[config.mk]
export PLATFORM = sky130hd
export DESIGN_NAME = fifo_ctrl_unit
export DESIGN_NICKNAME = d
export VERILOG_FILES = /design/src/rtl/fifo_ctrl_unit_pkg.sv /design/src/rtl/rx_timeout_fsm.sv /design/src/rtl/fifo_ctrl_unit.sv
export SDC_FILE = /design/constraint.sdc
export NUM_CORES = 1
export LEC_CHECK = 0
export ABC_AREA = 0
export CAP_MARGIN = 20
export CORE_MARGIN = 2
export CORE_UTILIZATION = 41
export DETAILED_ROUTE_END_ITERATION = 12
export GPL_TIMING_DRIVEN = 1
export PLACE_DENSITY = 0.83
export SLEW_MARGIN = 10
export SYNTH_ARGS = -nofsm -noshare
export SYNTH_HDL_FRONTEND = slang
export SYNTH_SLANG_ARGS = --single-unit
[constraint.sdc]
create_clock -name m_clk -period 2.8 [get_ports m_clk]
set_input_delay 0.28 -clock m_clk [delete_from_list [all_inputs] [get_ports m_clk]]
set_output_delay 0.28 -clock m_clk [all_outputs]
set_load 0.005 [all_outputs]
[src/rtl/fifo_ctrl_unit_pkg.sv]
// Shared definitions for the FIFO control register block: FCR bit map,
// trigger-level codes and the character-timeout state encoding.
package fifo_ctrl_unit_pkg;

  localparam int FCR_FIFOEN  = 0;
  localparam int FCR_RXCLR   = 1;
  localparam int FCR_TXCLR   = 2;
  localparam int FCR_DMAMODE = 3;
  localparam int FCR_TRIG_LO = 6;
  localparam int FCR_TRIG_HI = 7;

  localparam logic [1:0] TRIG_ONE       = 2'b00;
  localparam logic [1:0] TRIG_QUARTER   = 2'b01;
  localparam logic [1:0] TRIG_HALF      = 2'b10;
  localparam logic [1:0] TRIG_NEAR_FULL = 2'b11;

  // Character times without FIFO activity before the timeout fires.
  localparam logic [2:0] TICK_LIMIT = 3'd4;

  typedef enum logic [1:0] {
    TO_IDLE    = 2'd0,
    TO_ARMED   = 2'd1,
    TO_EXPIRED = 2'd2
  } timeout_state_e;

  function automatic int unsigned trig_threshold(input logic [1:0] code,
                                                 input int unsigned depth);
    case (code)
      TRIG_ONE:     return 1;
      TRIG_QUARTER: return depth / 4;
      TRIG_HALF:    return depth / 2;
      default:      return depth - 2;
    endcase
  endfunction

endpackage

[src/rtl/rx_timeout_fsm.sv]
// RX character-timeout tracker: arms while the FIFO holds data, counts idle
// character times and flags a timeout until the FIFO is touched again.
module rx_timeout_fsm
  import fifo_ctrl_unit_pkg::*;
(
  input  logic clk_i,
  input  logic rst_i,
  input  logic fifoen_i,
  input  logic rxclr_i,
  input  logic rx_nonempty_i,
  input  logic rx_push_i,
  input  logic rx_pop_i,
  input  logic char_tick_i,
  output logic rx_timeout_o
);

  timeout_state_e state_q, state_d;
  logic [2:0]     tick_cnt_q, tick_cnt_d;
  logic           timeout_q, timeout_d;
  logic           activity;

  assign activity = rx_push_i || rx_pop_i;

  // NOTE: sequential state is written with <= so every flop samples pre-edge values.
  always_ff @(posedge clk_i or posedge rst_i) begin
    if (rst_i) begin
      state_q    <= TO_IDLE;
      tick_cnt_q <= '0;
      timeout_q  <= 1'b0;
    end else begin
      state_q    <= state_d;
      tick_cnt_q <= tick_cnt_d;
      timeout_q  <= timeout_d;
    end
  end

  always_comb begin
    state_d    = state_q;
    tick_cnt_d = tick_cnt_q;
    if (!rx_nonempty_i || !fifoen_i || rxclr_i) begin
      state_d    = TO_IDLE;
      tick_cnt_d = '0;
    end else begin
      case (state_q)
        TO_IDLE: begin
          state_d    = TO_ARMED;
          tick_cnt_d = '0;
        end
        TO_ARMED: begin
          // FIFO activity restarts the idle interval even on a tick cycle.
          if (activity) begin
            tick_cnt_d = '0;
          end else if (char_tick_i) begin
            tick_cnt_d = tick_cnt_q + 3'd1;
            if (tick_cnt_d == TICK_LIMIT) state_d = TO_EXPIRED;
          end
        end
        TO_EXPIRED: begin
          if (activity) begin
            state_d    = TO_ARMED;
            tick_cnt_d = '0;
          end
        end
        default: begin
          state_d    = TO_IDLE;
          tick_cnt_d = '0;
        end
      endcase
    end
  end

  always_comb begin
    timeout_d = (state_d == TO_EXPIRED);
  end

  assign rx_timeout_o = timeout_q;

endmodule

[src/rtl/fifo_ctrl_unit.sv]
// FIFO control register (FCR) decode with self-clearing FIFO clear pulses,
// RX trigger-level threshold/flag and the RX character-timeout tracker.
module fifo_ctrl_unit
  import fifo_ctrl_unit_pkg::*;
#(
  parameter int unsigned          ADDR_W   = 8,
  parameter logic [ADDR_W-1:0]    FCR_ADDR = ADDR_W'(8'h08),
  parameter int unsigned          DEPTH    = 16,
  parameter int unsigned          CNT_W    = $clog2(DEPTH) + 1
) (
  input  logic              m_clk,
  input  logic              reset,
  input  logic              wr_en,
  input  logic [ADDR_W-1:0] address,
  input  logic [7:0]        data_in,
  input  logic [CNT_W-1:0]  rx_count,
  input  logic              rx_push,
  input  logic              rx_pop,
  input  logic              char_tick,
  output logic              FIFOEN,
  output logic              RXCLR,
  output logic              TXCLR,
  output logic              DMAMODE,
  output logic [1:0]        RXFIFTL,
  output logic [CNT_W-1:0]  rx_threshold,
  output logic              rx_trig,
  output logic              rx_timeout
);

  logic       fifoen_q, fifoen_d;
  logic       rxclr_q, rxclr_d;
  logic       txclr_q, txclr_d;
  logic       dmamode_q, dmamode_d;
  logic [1:0] rxfiftl_q, rxfiftl_d;
  logic       rx_trig_q, rx_trig_d;
  logic       fcr_wr;
  logic       unused_fcr_bits;

  assign fcr_wr          = wr_en && (address == FCR_ADDR);
  assign unused_fcr_bits = ^data_in[5:4];

  // NOTE: every comb output gets a default first, so no latch is inferred.
  always_comb begin
    fifoen_d  = fifoen_q;
    dmamode_d = dmamode_q;
    rxfiftl_d = rxfiftl_q;
    rxclr_d   = 1'b0;
    txclr_d   = 1'b0;
    if (fcr_wr) begin
      fifoen_d = data_in[FCR_FIFOEN];
      if (data_in[FCR_FIFOEN]) begin
        dmamode_d = data_in[FCR_DMAMODE];
        rxfiftl_d = data_in[FCR_TRIG_HI:FCR_TRIG_LO];
      end
      // Toggling the enable flushes both FIFOs just like an explicit clear.
      rxclr_d = data_in[FCR_RXCLR] || (data_in[FCR_FIFOEN] != fifoen_q);
      txclr_d = data_in[FCR_TXCLR] || (data_in[FCR_FIFOEN] != fifoen_q);
    end
  end

  assign rx_threshold = CNT_W'(trig_threshold(rxfiftl_q, DEPTH));
  assign rx_trig_d    = fifoen_q && (rx_count >= rx_threshold) && !rxclr_d;

  always_ff @(posedge m_clk or posedge reset) begin
    if (reset) begin
      fifoen_q  <= 1'b0;
      rxclr_q   <= 1'b0;
      txclr_q   <= 1'b0;
      dmamode_q <= 1'b0;
      rxfiftl_q <= TRIG_ONE;
      rx_trig_q <= 1'b0;
    end else begin
      fifoen_q  <= fifoen_d;
      rxclr_q   <= rxclr_d;
      txclr_q   <= txclr_d;
      dmamode_q <= dmamode_d;
      rxfiftl_q <= rxfiftl_d;
      rx_trig_q <= rx_trig_d;
    end
  end

  rx_timeout_fsm u_rx_timeout_fsm (
    .clk_i         (m_clk),
    .rst_i         (reset),
    .fifoen_i      (fifoen_q),
    .rxclr_i       (rxclr_q),
    .rx_nonempty_i (rx_count != '0),
    .rx_push_i     (rx_push),
    .rx_pop_i      (rx_pop),
    .char_tick_i   (char_tick),
    .rx_timeout_o  (rx_timeout)
  );

  assign FIFOEN  = fifoen_q;
  assign RXCLR   = rxclr_q;
  assign TXCLR   = txclr_q;
  assign DMAMODE = dmamode_q;
  assign RXFIFTL = rxfiftl_q;
  assign rx_trig = rx_trig_q;

endmodule

-- Word-level counts from Yosys, hierarchy flattened
Index checks and enable logic that the tools add are counted.
- add/subtract/negate cells: 1
- order comparisons: 1
- equality and inequality tests: 10
- mux-type cells: 14
- reductions and logical operators: 16
- operator list (operator ; count):
    $mux W3 ; 4
    $pmux W4 S3 ; 1
    $mux W2 ; 5
    $eq A8 B4 Y1 const B ; 1
    $eq A2 B2 Y1 const B ; 3
    $pmux W2 S3 ; 1
    $pmux W3 S2 ; 1
    $ge A5 B5 Y1 ; 1
    $logic_or A1 B1 Y1 ; 5
    $reduce_bool A5 Y1 ; 1
    $eq A2 B1 Y1 const B ; 2
    $logic_not A2 Y1 ; 2
    $ne A4 B2 Y1 const B ; 1
    $reduce_and A2 Y1 ; 2
    $add A3 B1 Y3 const B ; 1
    $eq A3 B3 Y1 const B ; 1
    $logic_and A1 B1 Y1 ; 3
    $logic_not A1 Y1 ; 3
    $ne A3 B1 Y1 const B ; 1
    $mux W1 ; 2
    $ne A1 B1 Y1 ; 1
- bits in registers: 13
- input bits: 27
- output and inout port bits: 13

-- Logic depth before layout (Yosys ltp)
Gate-level depths: netlist of run 1.
- depth in word-level cells: 8
- depth in mapped cells: 6
- mapped depth without buffers: 6

-- Cells and area by module
From an unflattened synthesis of run 1, not the netlist that was laid out.
- cell total of the unflattened synthesis: 81
- area total of the unflattened synthesis: 798.3 µm²
- modules (own cells, without submodules) (module ; instances ; cells an instance ; area each (µm²) ; sequential area each (µm²)):
    fifo_ctrl_unit ; 1 ; 47 ; 457.9 ; 175.2
    rx_timeout_fsm ; 1 ; 34 ; 340.3 ; 150.1

-- Worst setup path after synthesis of run 1
Ideal clock, no wire load.
- path type: reg2reg
- start: reg rxfiftl_q[0] (netlist: RXFIFTL[0])
- end: reg rx_trig_q (netlist: rx_trig)
- arrival: 1.315 ns
- slack: 1.351 ns
- cell stages (with the launch flop): 6
- buffers on the path: 0
- period minus slack after synthesis: 1.449 ns
- cells stage by stage: dfrtp_1 inv_1 ha_1 a21o_1 a2111oi_0 nor2_1
- word-level cells in the longest chain between the ends: 5
- elaborated cells between the ends (all ways): 7
- ends and longest elaborated chain (item ; RTL line ; source):
    start: declaration ; fifo_ctrl_unit.sv:34 ; logic [1:0] rxfiftl_q, rxfiftl_d;
    start signal: assignment ; fifo_ctrl_unit.sv:77 ; rxfiftl_q <= rxfiftl_d;
    $eq A2 B2 Y1 (tied with other cells) ; fifo_ctrl_unit_pkg.sv:28 ; case (code)
    $pmux W4 S3 (*) ; fifo_ctrl_unit_pkg.sv:28 ;
    $ge A5 B5 Y1 (*) ; fifo_ctrl_unit.sv:62 ; assign rx_trig_d = fifoen_q && (rx_count >= rx_threshold) && !rxclr_d;
    $logic_and A1 B1 Y1 (*) (2 in series) ; fifo_ctrl_unit.sv:62 ;
    named net rx_trig_d ; fifo_ctrl_unit.sv:35 ; logic rx_trig_q, rx_trig_d;
    end signal: assignment ; fifo_ctrl_unit.sv:78 ; rx_trig_q <= rx_trig_d;
    end: declaration ; fifo_ctrl_unit.sv:35 ;
The timed path passes the listed nets; every way through them passes the cells marked *.
A chain may end at the register's enable or synchronous reset.

-- Final worst setup path of run 1
Ends and elaborated chain as after synthesis.

==> insert_results.sql, run 1 <==
INSERT INTO impl_metrics (metric_group, metric, value, unit) VALUES
('grt', 'met2_usage', '31.4', '%'),
('timing', 'hold_slack', '0.309', 'ns'),
('placement', 'gp_congestion', '0.845', ''),
('timing', 'fmax', '583', 'MHz'),
('cts', 'tritoncts.num_buffers', '3', ''),
('synthesis', 'mappedNetlistArea', '773', 'µm²'),
('timing', 'final-setup-viol-count', '0', ''),
('timing', 'timing.max_slew.rel_slack', '63.6', '%'),
('cts', 'cts_htree_levels', '1', ''),
('power', 'power.leakage', '0.000566', 'µW'),
('placement', 'post-dp-hpwl', '1.39', 'mm'),
('grt', 'grt_first_pass_wirelength', '2.75', 'mm'),
('worst_setup_path', 'r2r.worst_path.cells', '5', ''),
('timing', 'hold_violation_count_in_the_final_report', '0', ''),
('synthesis', 'synth_top_family_by_area', 'simple AND/OR/NAND/NOR gates', ''),
('worst_setup_path', 'endpoint_kind', 'flop', ''),
('worst_setup_path', 'required', '2.95', 'ns'),
('route', 'drt_pass1_iterations', '4', ''),
('layout', 'final-seq-area', '325', 'µm²'),
('cts', 'cts-root-to-sink-buffers', '2', ''),
('grt', 'number_of_antenna_violations_at_the_first_check_in_global_routing', '0', ''),
('layout', 'multi_input_comb_area', '407', 'µm²'),
('layout', 'antenna_cells', '0', ''),
('synthesis', 'yosys.cell_types.count', '25', ''),
('worst_setup_path', 'timing.critical_path.max_delay_family', 'compound AO/OA/AOI/OAI gates', ''),
('layout', 'layout.cells.most_common_list', '36 x clkdlybuf4s50_1, 14 x nor2_1, 13 x dfrtp_1', ''),
('route', 'drc_violations_left', '0', ''),
('worst_setup_path', 'worst_path_largest_cell_delay', '0.53', 'ns'),
('worst_setup_path', 'crit-reg2reg-launch', 'RXFIFTL[0]', ''),
('power', 'power.density', '324', 'nW/µm²'),
('route', 'avgViaCountPerCell', '4.94', ''),
('outcome', 'outcome', 'completed', ''),
('grt', 'layer_with_the_highest_usage_after_global_routing', 'met2', ''),
('synthesis', 'synth_compound_area_share', '9.22', '%'),
('timing', 'finalCritPeriodShare', '61.2', '%'),
('timing', 'final_period_minus_worst_setup_slack', '1.71', 'ns'),
('synthesis', 'syn-num-nets', '115', ''),
('route', 'wl_per_cell', '11.8', 'µm'),
('layout', 'layout.cells.non_filler', '144', ''),
('grt', 'grt_start_max_net_pins', '14', ''),
('layout', 'net_count_final', '153', ''),
('placement', 'placed_cells', '140', ''),
('grt', 'grtUsageTotal', '17.8', '%'),
('timing', 'finalSetupTns', '0', 'ns'),
('cts', 'tritoncts', 'built', ''),
('synthesis', 'seq_area_frac_synth', '42.1', '%'),
('timing', 'slew_viol_final', '0', ''),
('cts', 'worstSkewPairLatency', '0.28', 'ns'),
('grt', 'globalRouteMet3Util', '2.26', '%'),
('cts', 'post-cts-setup-buffer-count', '0', ''),
('timing', 'fin_skew', '0.00235', 'ns'),
('timing', 'worst-slew-pin-transition', '0.533', 'ns'),
('layout', 'layout.cells.most_common', 'clkdlybuf4s50_1', ''),
('floorplanning', 'placementRows', '15', ''),
('worst_setup_path', 'reg2reg_setup_slack', '1.09', 'ns'),
('power', 'pwr_total', '381', 'µW'),
('synthesis', 'synth.mux.area_fraction', '7.12', '%'),
('cts', 'cts.clk_slew.worst_paths', '0.08', 'ns'),
('timing', 'grt_setup_unrepaired', 'no', ''),
('worst_setup_path', 'worst_path_max_delay_cell', 'a2111oi_0', ''),
('grt', 'grt_overflow', '0', ''),
('worst_setup_path', 'critical_path_class', 'flop to flop', ''),
('placement', 'placement.io_buffers', '36', ''),
('worst_setup_path', 'worst_ep_arrival_time', '1.86', 'ns'),
('synthesis', 'avgSynthCellArea', '9.43', 'µm²'),
('route', 'drt.antenna.violating_nets', '0', ''),
('synthesis', 'ys_warn_count', '0', ''),
('worst_setup_path', 'critical_path_fanouts_max', '6', ''),
('layout', 'final_util', '67.5', '%'),
('cts', 'clock_sink_count', '13', ''),
('cts', 'hold_buffers', '0', '');
area by class of cell:
| type | count | share of cell area [%] |
|---|---|---|
| Multi-Input combinational cell | 59 | 34.5 |
| Sequential cell | 13 | 27.6 |
| Tap cell | 25 | 2.66 |
| Timing Repair Buffer | 36 | 30.6 |
| Inverter | 7 | 2.23 |
| Clock buffer | 3 | 1.91 |
| Clock inverter | 1 | 0.425 |
metal layers:
layer | part of all wire (%) | vias up
li1 | - | 347
met3 | 5.1 | 4
met4 | 2.0 | 0
met5 | 0 | -
met1 | 42 | 334
met2 | 51 | 26
flip-flops by register name, indices dropped and copies added, names as in the netlist:
name,cells
u_rx_timeout_fsm.tick_cnt_q,3
u_rx_timeout_fsm.rx_timeout_o,1
TXCLR,1
RXCLR,1
RXFIFTL,2
FIFOEN,1
u_rx_timeout_fsm.state_q,2
DMAMODE,1
rx_trig,1
how the worst max path moves through the flow:
| stage | start | endpoint | slack [ns] | cells after the start |
|---|---|---|---|---|
| after CTS | RXFIFTL[0] | rx_trig | 1.07 | 5 |
| final | RXFIFTL[0] | rx_trig | 1.09 | 5 |
| after global placement | rx_count[2] | rx_trig | 0.87 | 5 |
| after detailed placement | rx_count[2] | rx_trig | 0.82 | 5 |
| after global routing | RXFIFTL[0] | rx_trig | 0.91 | 5 |
| after floorplan | RXFIFTL[0] | rx_trig | 1.35 | 5 |
kinds of logic (layout without fill, tap and decap cells):
family | Yosys count | count (layout)
compound gates | 13 | 13
xor+xnor | 2 | 2
fa+ha+maj | 6 | 6
buf+inv | 10 | 47
flops | 13 | 13
mux | 4 | 4
other cells | 1 | 1
simple gates | 33 | 33
worst register-to-register path: cells and delay by family (launching register included):
kind	cells	cell delay, ns
fa+ha+maj	1	0.29
flops	1	0.44
buf+inv	1	0.07
simple gates	1	0.10
compound gates	2	0.69
Yosys cell counts:
cell type  instances  area share [%]
inv_1              7             3.4
nor2_1            14             6.8
nand3_1            1            0.65
clkbuf_1           2            0.97
nand2b_1           2             1.6
buf_4              1            0.97
xor2_1             2             2.3
mux2_4             3             5.8
a2111oi_0          1             1.1
nor2b_1            2             1.6
o21ai_0            4             2.6
nand4b_2           1             1.9
nand3b_1           1            0.97
mux2i_1            1             1.3
nor4b_2            1             1.9
a21o_1             1            0.97
or2_4              1             1.1
nand4b_1           2             2.3
conb_1             1            0.48
a21oi_1            7             4.5
dfrtp_1           13              42
and3_1             2             1.6
nor3_1             2             1.3
ha_1               6             9.7
nand2_1            4             1.9
where the power goes:
group | internal (µW) | switching, µW | leakage, µW | total [µW]
sequential | 191 | 3.52 | 0.000181 | 194
combinational | 47.0 | 24.7 | 0.000367 | 71.7
clock | 53.0 | 62.5 | 0.0000177 | 116
total | 291 | 90.7 | 0.000566 | 381
metrics by stage:
step | cell area, µm² | setup slack (ns)
detailed placement | 1150 | 0.817
global route | 1180 | 0.905
global placement | 1150 | 0.874
floorplan | 773 | 1.35
CTS | 1180 | 1.07
finish | 1180 | 1.09
Note: power is estimated with default switching activity, not from simulation.
==> run 2: changes to the inputs <==
--- a/config.mk
+++ b/config.mk
@@ -8,10 +8,10 @@
 export ABC_AREA = 0
 export CAP_MARGIN = 20
 export CORE_MARGIN = 2
-export CORE_UTILIZATION = 41
+export CORE_UTILIZATION = 38
 export DETAILED_ROUTE_END_ITERATION = 12
 export GPL_TIMING_DRIVEN = 1
-export PLACE_DENSITY = 0.83
+export PLACE_DENSITY = 0.77
 export SLEW_MARGIN = 10
 export SYNTH_ARGS = -nofsm -noshare
 export SYNTH_HDL_FRONTEND = slang
==> constraint.sdc (replaced) <==
create_clock -name m_clk -period 1.6 [get_ports m_clk]
set_input_delay 0.16 -clock m_clk [delete_from_list [all_inputs] [get_ports m_clk]]
set_output_delay 0.16 -clock m_clk [all_outputs]
set_load 0.005 [all_outputs]
==> run 2 against run 1 <==
Largest power group unchanged. Utilization fell by 5.3 points. Clock skew rose by 0.0056 ns. Critical path depth fell by 3. Clock power rose by 80%. Worst setup slack got worse by 1.1 ns. Die area rose by 7.2%. Register-to-register slack got worse by 0.94 ns. Design area rose by 2.6%. Clock-buffer cell count rose by 1. Power rose by 79%. Hold slack got worse by 0.13 ns. Combinational power rose by 84%.
==> insert_results.sql, run 2 (synthesis results as in run 1) <==
INSERT INTO impl_metrics (metric_group, metric, value, unit) VALUES
('power', 'power.sequential.fraction', '49.8', '%'),
('grt', 'grt_overflow', '0', ''),
('floorplanning', 'die_h', '49.1', 'µm'),
('worst_setup_path', 'regToRegEndpoint', 'rx_trig', ''),
('timing', 'final-setup-viol-count', '0', ''),
('cts', 'cts-root-to-sink-buffers', '2', ''),
('floorplanning', 'core', '1940', 'µm²'),
('power', 'share_clk_of_total_power', '30.7', '%'),
('outcome', 'outcome', 'completed', ''),
('power', 'power.share.combinational', '19.4', '%'),
('layout', 'layout.cells.most_common', 'clkdlybuf4s50_1', ''),
('route', 'detailedRoute.firstIterationViolations', '2', ''),
('cts', 'tritoncts.num_buffers', '3', ''),
('route', 'drt_pass1_iterations', '3', ''),
('min_path', 'hold_path_class', 'primary input to async pin', ''),
('route', 'routedLengthMet1', '681', 'µm'),
('cts', 'clock_sink_count', '13', ''),
('layout', 'top_register_by_number_of_flip_flops', 'u_rx_timeout_fsm.tick_cnt_q', ''),
('power', 'power.leakage', '0.000579', 'µW'),
('grt', 'grt_start_max_net_pins', '14', ''),
('worst_setup_path', 'crit-reg2reg-launch', 'RXFIFTL[1]', ''),
('layout', 'net_count_final', '156', ''),
('grt', 'grtUsageTotal', '16.6', '%'),
('timing', 'slew_viol_final', '0', ''),
('layout', 'antenna_cells', '0', ''),
('floorplanning', 'dieArea', '2410', 'µm²'),
('cts', 'worstSkewPairLatency', '0.29', 'ns'),
('timing', 'hold_violation_count_in_the_final_report', '0', ''),
('layout', 'largest_register_ff_count', '3', ''),
('floorplanning', 'floorplan.io_pins', '40', ''),
('layout', 'final_layout_size_suffix_gt1_share', '10.7', '%'),
('cts', 'clock-root-buffer', 'clkbuf_4', ''),
('layout', 'syn_to_final_growth', '56.1', '%'),
('grt', 'number_of_antenna_violations_at_the_first_check_in_global_routing', '0', ''),
('route', 'wl_per_cell', '12.3', 'µm'),
('worst_setup_path', 'critical_path_class', 'flop to output port', ''),
('timing', 'fin_skew', '0.00793', 'ns'),
('power', 'switching_share', '24.2', '%'),
('floorplanning', 'placementRows', '16', ''),
('route', 'met2_length', '1.02', 'mm'),
('power', 'worst_ir_drop_vdd', '367', 'µV'),
('timing', 'grt_setup_unrepaired', 'yes', ''),
('timing', 'fmax', '632', 'MHz'),
('grt', 'grt_pass1_vias', '721', ''),
('power', 'net-switching-power', '165', 'µW'),
('route', 'wl', '1.83', 'mm'),
('floorplanning', 'die_width', '49.1', 'µm'),
('route', 'avgViaCountPerCell', '4.82', ''),
('cts', 'cts.clk_slew.worst_paths', '0.08', 'ns'),
('route', 'vias', '718', ''),
('timing', 'finalSetupTns', '0', 'ns'),
('layout', 'layout.cells.most_common_list', '36 x clkdlybuf4s50_1, 14 x nor2_1, 13 x dfrtp_1', ''),
('job', 'cap_viol_max_count', '0', ''),
('layout', 'n_fill_cell', '182', ''),
('timing', 'finalCritPeriodShare', '98.9', '%'),
('placement', 'placement.io_buffers', '36', ''),
('route', 'routed-wl-met3', '76', 'µm'),
('power', 'power.density', '564', 'nW/µm²'),
('timing', 'final_period_minus_worst_setup_slack', '1.58', 'ns'),
('layout', 'fin_area', '1210', 'µm²'),
('worst_setup_path', 'endpoint_kind', 'output port', ''),
('worst_setup_path', 'r2r.worst_path.cells', '5', ''),
('placement', 'post-dp-hpwl', '1.55', 'mm'),
('route', 'drt.antenna.violating_nets', '0', ''),
('cts', 'tritoncts', 'built', ''),
('worst_setup_path', 'start_kind', 'flop', ''),
('placement', 'gp_congestion', '0.810', ''),
('cts', 'cts_htree_levels', '1', ''),
('worst_setup_path', 'worst_ep_arrival_time', '1.42', 'ns'),
('power', 'power_report.internal_total', '517', 'µW'),
('grt', 'grt_first_pass_wirelength', '2.97', 'mm'),
('route', 'route.top_layer_used', 'met4', ''),
('route', 'drc_violations_left', '0', ''),
('cts', 'hold_buffers', '0', ''),
('placement', 'placed_area', '1170', 'µm²'),
('floorplanning', 'floorplan.initialDensity', '39.8', '%'),
('worst_setup_path', 'required', '1.44', 'ns'),
('worst_setup_path', 'critical_path_fanouts_max', '5', ''),
('worst_setup_path', 'reg2reg_setup_slack', '0.15', 'ns');
run 2: changes by cell type in the layout (fill, tap and decap cells not counted), sizes merged:
cell,before,now
clkbuf,3,4
clkinv,1,0
buf,0,3
run 2: power groups by stage:
stage	logic, µW	clock network [µW]	registers (µW)
after global routing	145	223	341
after CTS	132	211	340
final	132	209	340
after detailed placement	131	0	346
after global placement	125	0	346
after floorplan	41.5	0	345
run 2: worst max path at each step:
stage	startpoint	end	slack [ns]	cells after the start
global placement	address[5]	RXFIFTL[0]	-0.11	5
detailed placement	address[5]	RXFIFTL[0]	-0.13	5
finish	RXFIFTL[1]	rx_threshold[0]	0.02	2
floorplan	RXFIFTL[0]	rx_trig	0.15	5
global route	RXFIFTL[1]	rx_threshold[0]	-0.01	2
CTS	RXFIFTL[1]	rx_threshold[0]	0.01	2
run 2: routing by layer:
| layer | GRT usage (%) | vias to the layer above |
|---|---|---|
| li1 | - | 354 |
| met1 | 17.8 | 336 |
| met2 | 30.2 | 23 |
| met3 | 1.84 | 5 |
| met4 | 11.4 | 0 |
| met5 | 0 | - |
run 2: layout make-up:
type,instances,area (µm²),share of cell area (%)
multi-input combinational,59,413,34.2
tap,27,33.8,2.80
sequential,13,325,26.9
clock buffer,4,26.3,2.18
timing repair buffer,39,383,31.7
inverter,7,26.3,2.18
run 2: critical path, stage by stage (launching register included):
cell and delay (ns):
dfrtp_1 0.43, nor2_1 0.17, clkdlybuf4s50_1 0.54
run 2: timing repair:
item / CTS / global route
endpoints found under the setup margin: 0 / 2
resized for setup: 0 / 2
buffers inserted: 0 / 0
run 2: stage by stage:
step	hold WS (ns)	utilization [%]	cells	total power [µW]	setup WS [ns]
4_1_cts	0.201	61.9	149	683	0.00991
3_3_place_gp	0.505	60.5	145	471	-0.113
3_5_place_dp	0.504	60.5	145	478	-0.134
6_report	0.182	62.2	149	682	0.0181
2_1_floorplan	0.0370	-	82	387	0.151
5_1_grt	0.239	62.2	149	709	-0.0136
==> run 3: changes to the inputs <==
--- a/config.mk
+++ b/config.mk
@@ -11,6 +11,7 @@
 export CORE_UTILIZATION = 38
 export DETAILED_ROUTE_END_ITERATION = 12
 export GPL_TIMING_DRIVEN = 1
+export HOLD_SLACK_MARGIN = 0.1
 export PLACE_DENSITY = 0.77
 export SLEW_MARGIN = 10
 export SYNTH_ARGS = -nofsm -noshare
==> results of run 3 <==
The final DEF is identical to that of run 2; final timing and power are the same.
==> RTL change (settings of run 2) <==
Reset style: synchronous (`reset` and `rst_i`), changed in 2 clocked blocks.
--- a/src/rtl/rx_timeout_fsm.sv
+++ b/src/rtl/rx_timeout_fsm.sv
@@ -23,5 +23,5 @@
 
   // NOTE: sequential state is written with <= so every flop samples pre-edge values.
-  always_ff @(posedge clk_i or posedge rst_i) begin
+  always_ff @(posedge clk_i) begin
     if (rst_i) begin
       state_q    <= TO_IDLE;
--- a/src/rtl/fifo_ctrl_unit.sv
+++ b/src/rtl/fifo_ctrl_unit.sv
@@ -62,5 +62,5 @@
   assign rx_trig_d    = fifoen_q && (rx_count >= rx_threshold) && !rxclr_d;
 
-  always_ff @(posedge m_clk or posedge reset) begin
+  always_ff @(posedge m_clk) begin
     if (reset) begin
       fifoen_q  <= 1'b0;
Function: differs if reset is asserted again (counterexample within 4 cycles, from zero or initial values and one cycle with reset high); with reset held inactive, the same outputs for 10 cycles.
==> RTL change against run 2 <==
Area after synthesis fell by 6.1%. Register-to-register slack got worse by 0.05 ns. Worst setup slack improved by 0.045 ns. Sequential share of layout area fell by 4.0 points. Die area fell by 5.7%. Sequential cell count did not move. Cell area fell by 5.8%. Routed wire length fell by 17%. Power fell by 8.4%. Largest cell class unchanged. Largest power group unchanged. Cell count fell by 2.0%.
==> RTL change: results (changes against run 2) <==
Cells and area
  • Number of inserted filler cells in the final layout: 159 (-13%)
  • Non-filler instance count after layout: 146 (-2.0%)
  • Final core utilization: 64.47% (+2.3 points)
  • Share of final-layout standard cells stronger than drive strength 1: 7.438% (-3.2 points)

Placement
  • Dpl cell area: 1110 um2 (-5.5%)
  • Dpl hpwl: 1.284 mm (-17%)
  • Global placement routability congestion: 0.7716 (-4.7%)
  • Worst setup slack after placement: -0.09126 ns (+0.04240 ns)
  • Placed insts: 142 (-2.1%)

Synth
  • Dominant register cell in the synthesized netlist: dfxtp_1
  • Main area contributors after synthesis: dfxtp_1 36%, ha_1 10%, nor2_1 6.2%
  • Number of different library cells in the post-synthesis netlist: 28 (+12%)
  • Compound-cell area share of the yosys netlist: 11.38% (+2.2 points)
  • Commonest cells in the netlist: 13 x dfxtp_1, 12 x nor2_1, 6 x ha_1, 6 x inv_1
  • Proportion of synthesized flip-flops having asynchronous set or reset: 0% (-100 points)
  • Arithmetic-cell share of the synthesized area counting full adders, half adders and majority gates: 10.34% (+0.64 points)
  • Share of the yosys chip area belonging to registers: 35.86% (-6.2 points)
  • Avg Cell Area, Syn: 8.743 um2 (-7.3%)
  • Multiplexer fraction of the synthesized cell area: 5.517% (-1.6 points)
  • Synthesized netlist net count: 116 (+0.87%)
  • Xor and xnor fraction of the mapped netlist area: 2.414% (+0.15 points)

Global routing
  • Total global routing track utilization: 14.60% (-2.0 points)
  • First-pass GRT wire length: 2.304 mm (-22%)
  • Number of global-route vias before repair: 637 (-12%)
  • Pin count of the biggest net entering global routing: 8 (-6)

Setup path
  • Slowest Stage Delay on Critical Path: 0.50 ns (-0.04 ns)
  • Critical path peak fanout: 6 (+1)

Hold path
  • Path type of the worst min-delay path: in2reg

Routing
  • DRC violation total after the first TritonRoute iteration: 12 (+10)
  • Routed WL: 1.519 mm (-17%)
  • TritonRoute pass-1 iters: 4 (+1)

Pwr
  • Max VDD drop: 0.2789 mV (-24%)
  • Power Internal: 0.4861 mW (-5.9%)

STA
  • Worst clock skew: 0.0006159 ns (-0.007316 ns)

Run status
  • Result of the run: completed
-- RTL change: final cells by class --
type	count	share of cell area [%]
Clock buffer	4	2.310
Inverter	6	1.980
Multi-Input combinational cell	61	37.62
Sequential cell	13	22.99
Tap cell	25	2.750
Timing Repair Buffer	37	32.34
-- RTL change: final timing paths --
path / from / to / slack [ns] / cells after the start
worst min register to register: u_rx_timeout_fsm.tick_cnt_q[2]$_SDFFE_PP0P_ / u_rx_timeout_fsm.tick_cnt_q[2]$_SDFFE_PP0P_ / 0.48 / 2
worst min-delay path: data_in[2] / TXCLR$_SDFF_PP0_ / 0.47 / 3
worst max-delay path: RXFIFTL[0]$_SDFFE_PP0P_ / rx_threshold[1] / 0.06 / 3
worst max register to register: RXFIFTL[0]$_SDFFE_PP0P_ / rx_trig$_SDFF_PP0_ / 0.10 / 6
-- RTL change: power by group through the flow --
| stage | combinational (mW) | clock (mW) | sequential, mW |
|---|---|---|---|
| floorplan | 0.0237 | 0 | 0.331 |
| global placement | 0.0941 | 0 | 0.331 |
| detailed placement | 0.0957 | 0 | 0.331 |
| CTS | 0.0961 | 0.210 | 0.323 |
| global route | 0.103 | 0.221 | 0.324 |
| finish | 0.0953 | 0.206 | 0.323 |
-- RTL change: routing by layer --
layer,up-vias,routed length (um),share of wire [%],global-route usage [%]
met5,-,0,0,0
met4,0,18,1.2,6.486
met3,3,127,8.4,4.906
met2,32,696,46,25.60
met1,299,677,45,15.83
li1,356,-,-,-
-- RTL change: what timing repair did --
| item | in CTS | in global routing |
|---|---|---|
| endpoints found under the setup margin | 0 | 1 |
| gates resized for setup | 0 | 1 |
| hold buffers | 0 | 0 |
-- RTL change: tightest hold or removal path, stage by stage --
cell and delay, ns:
clkdlybuf4s50_1 0.40, nor2_1 0.10, nor3_1 0.05
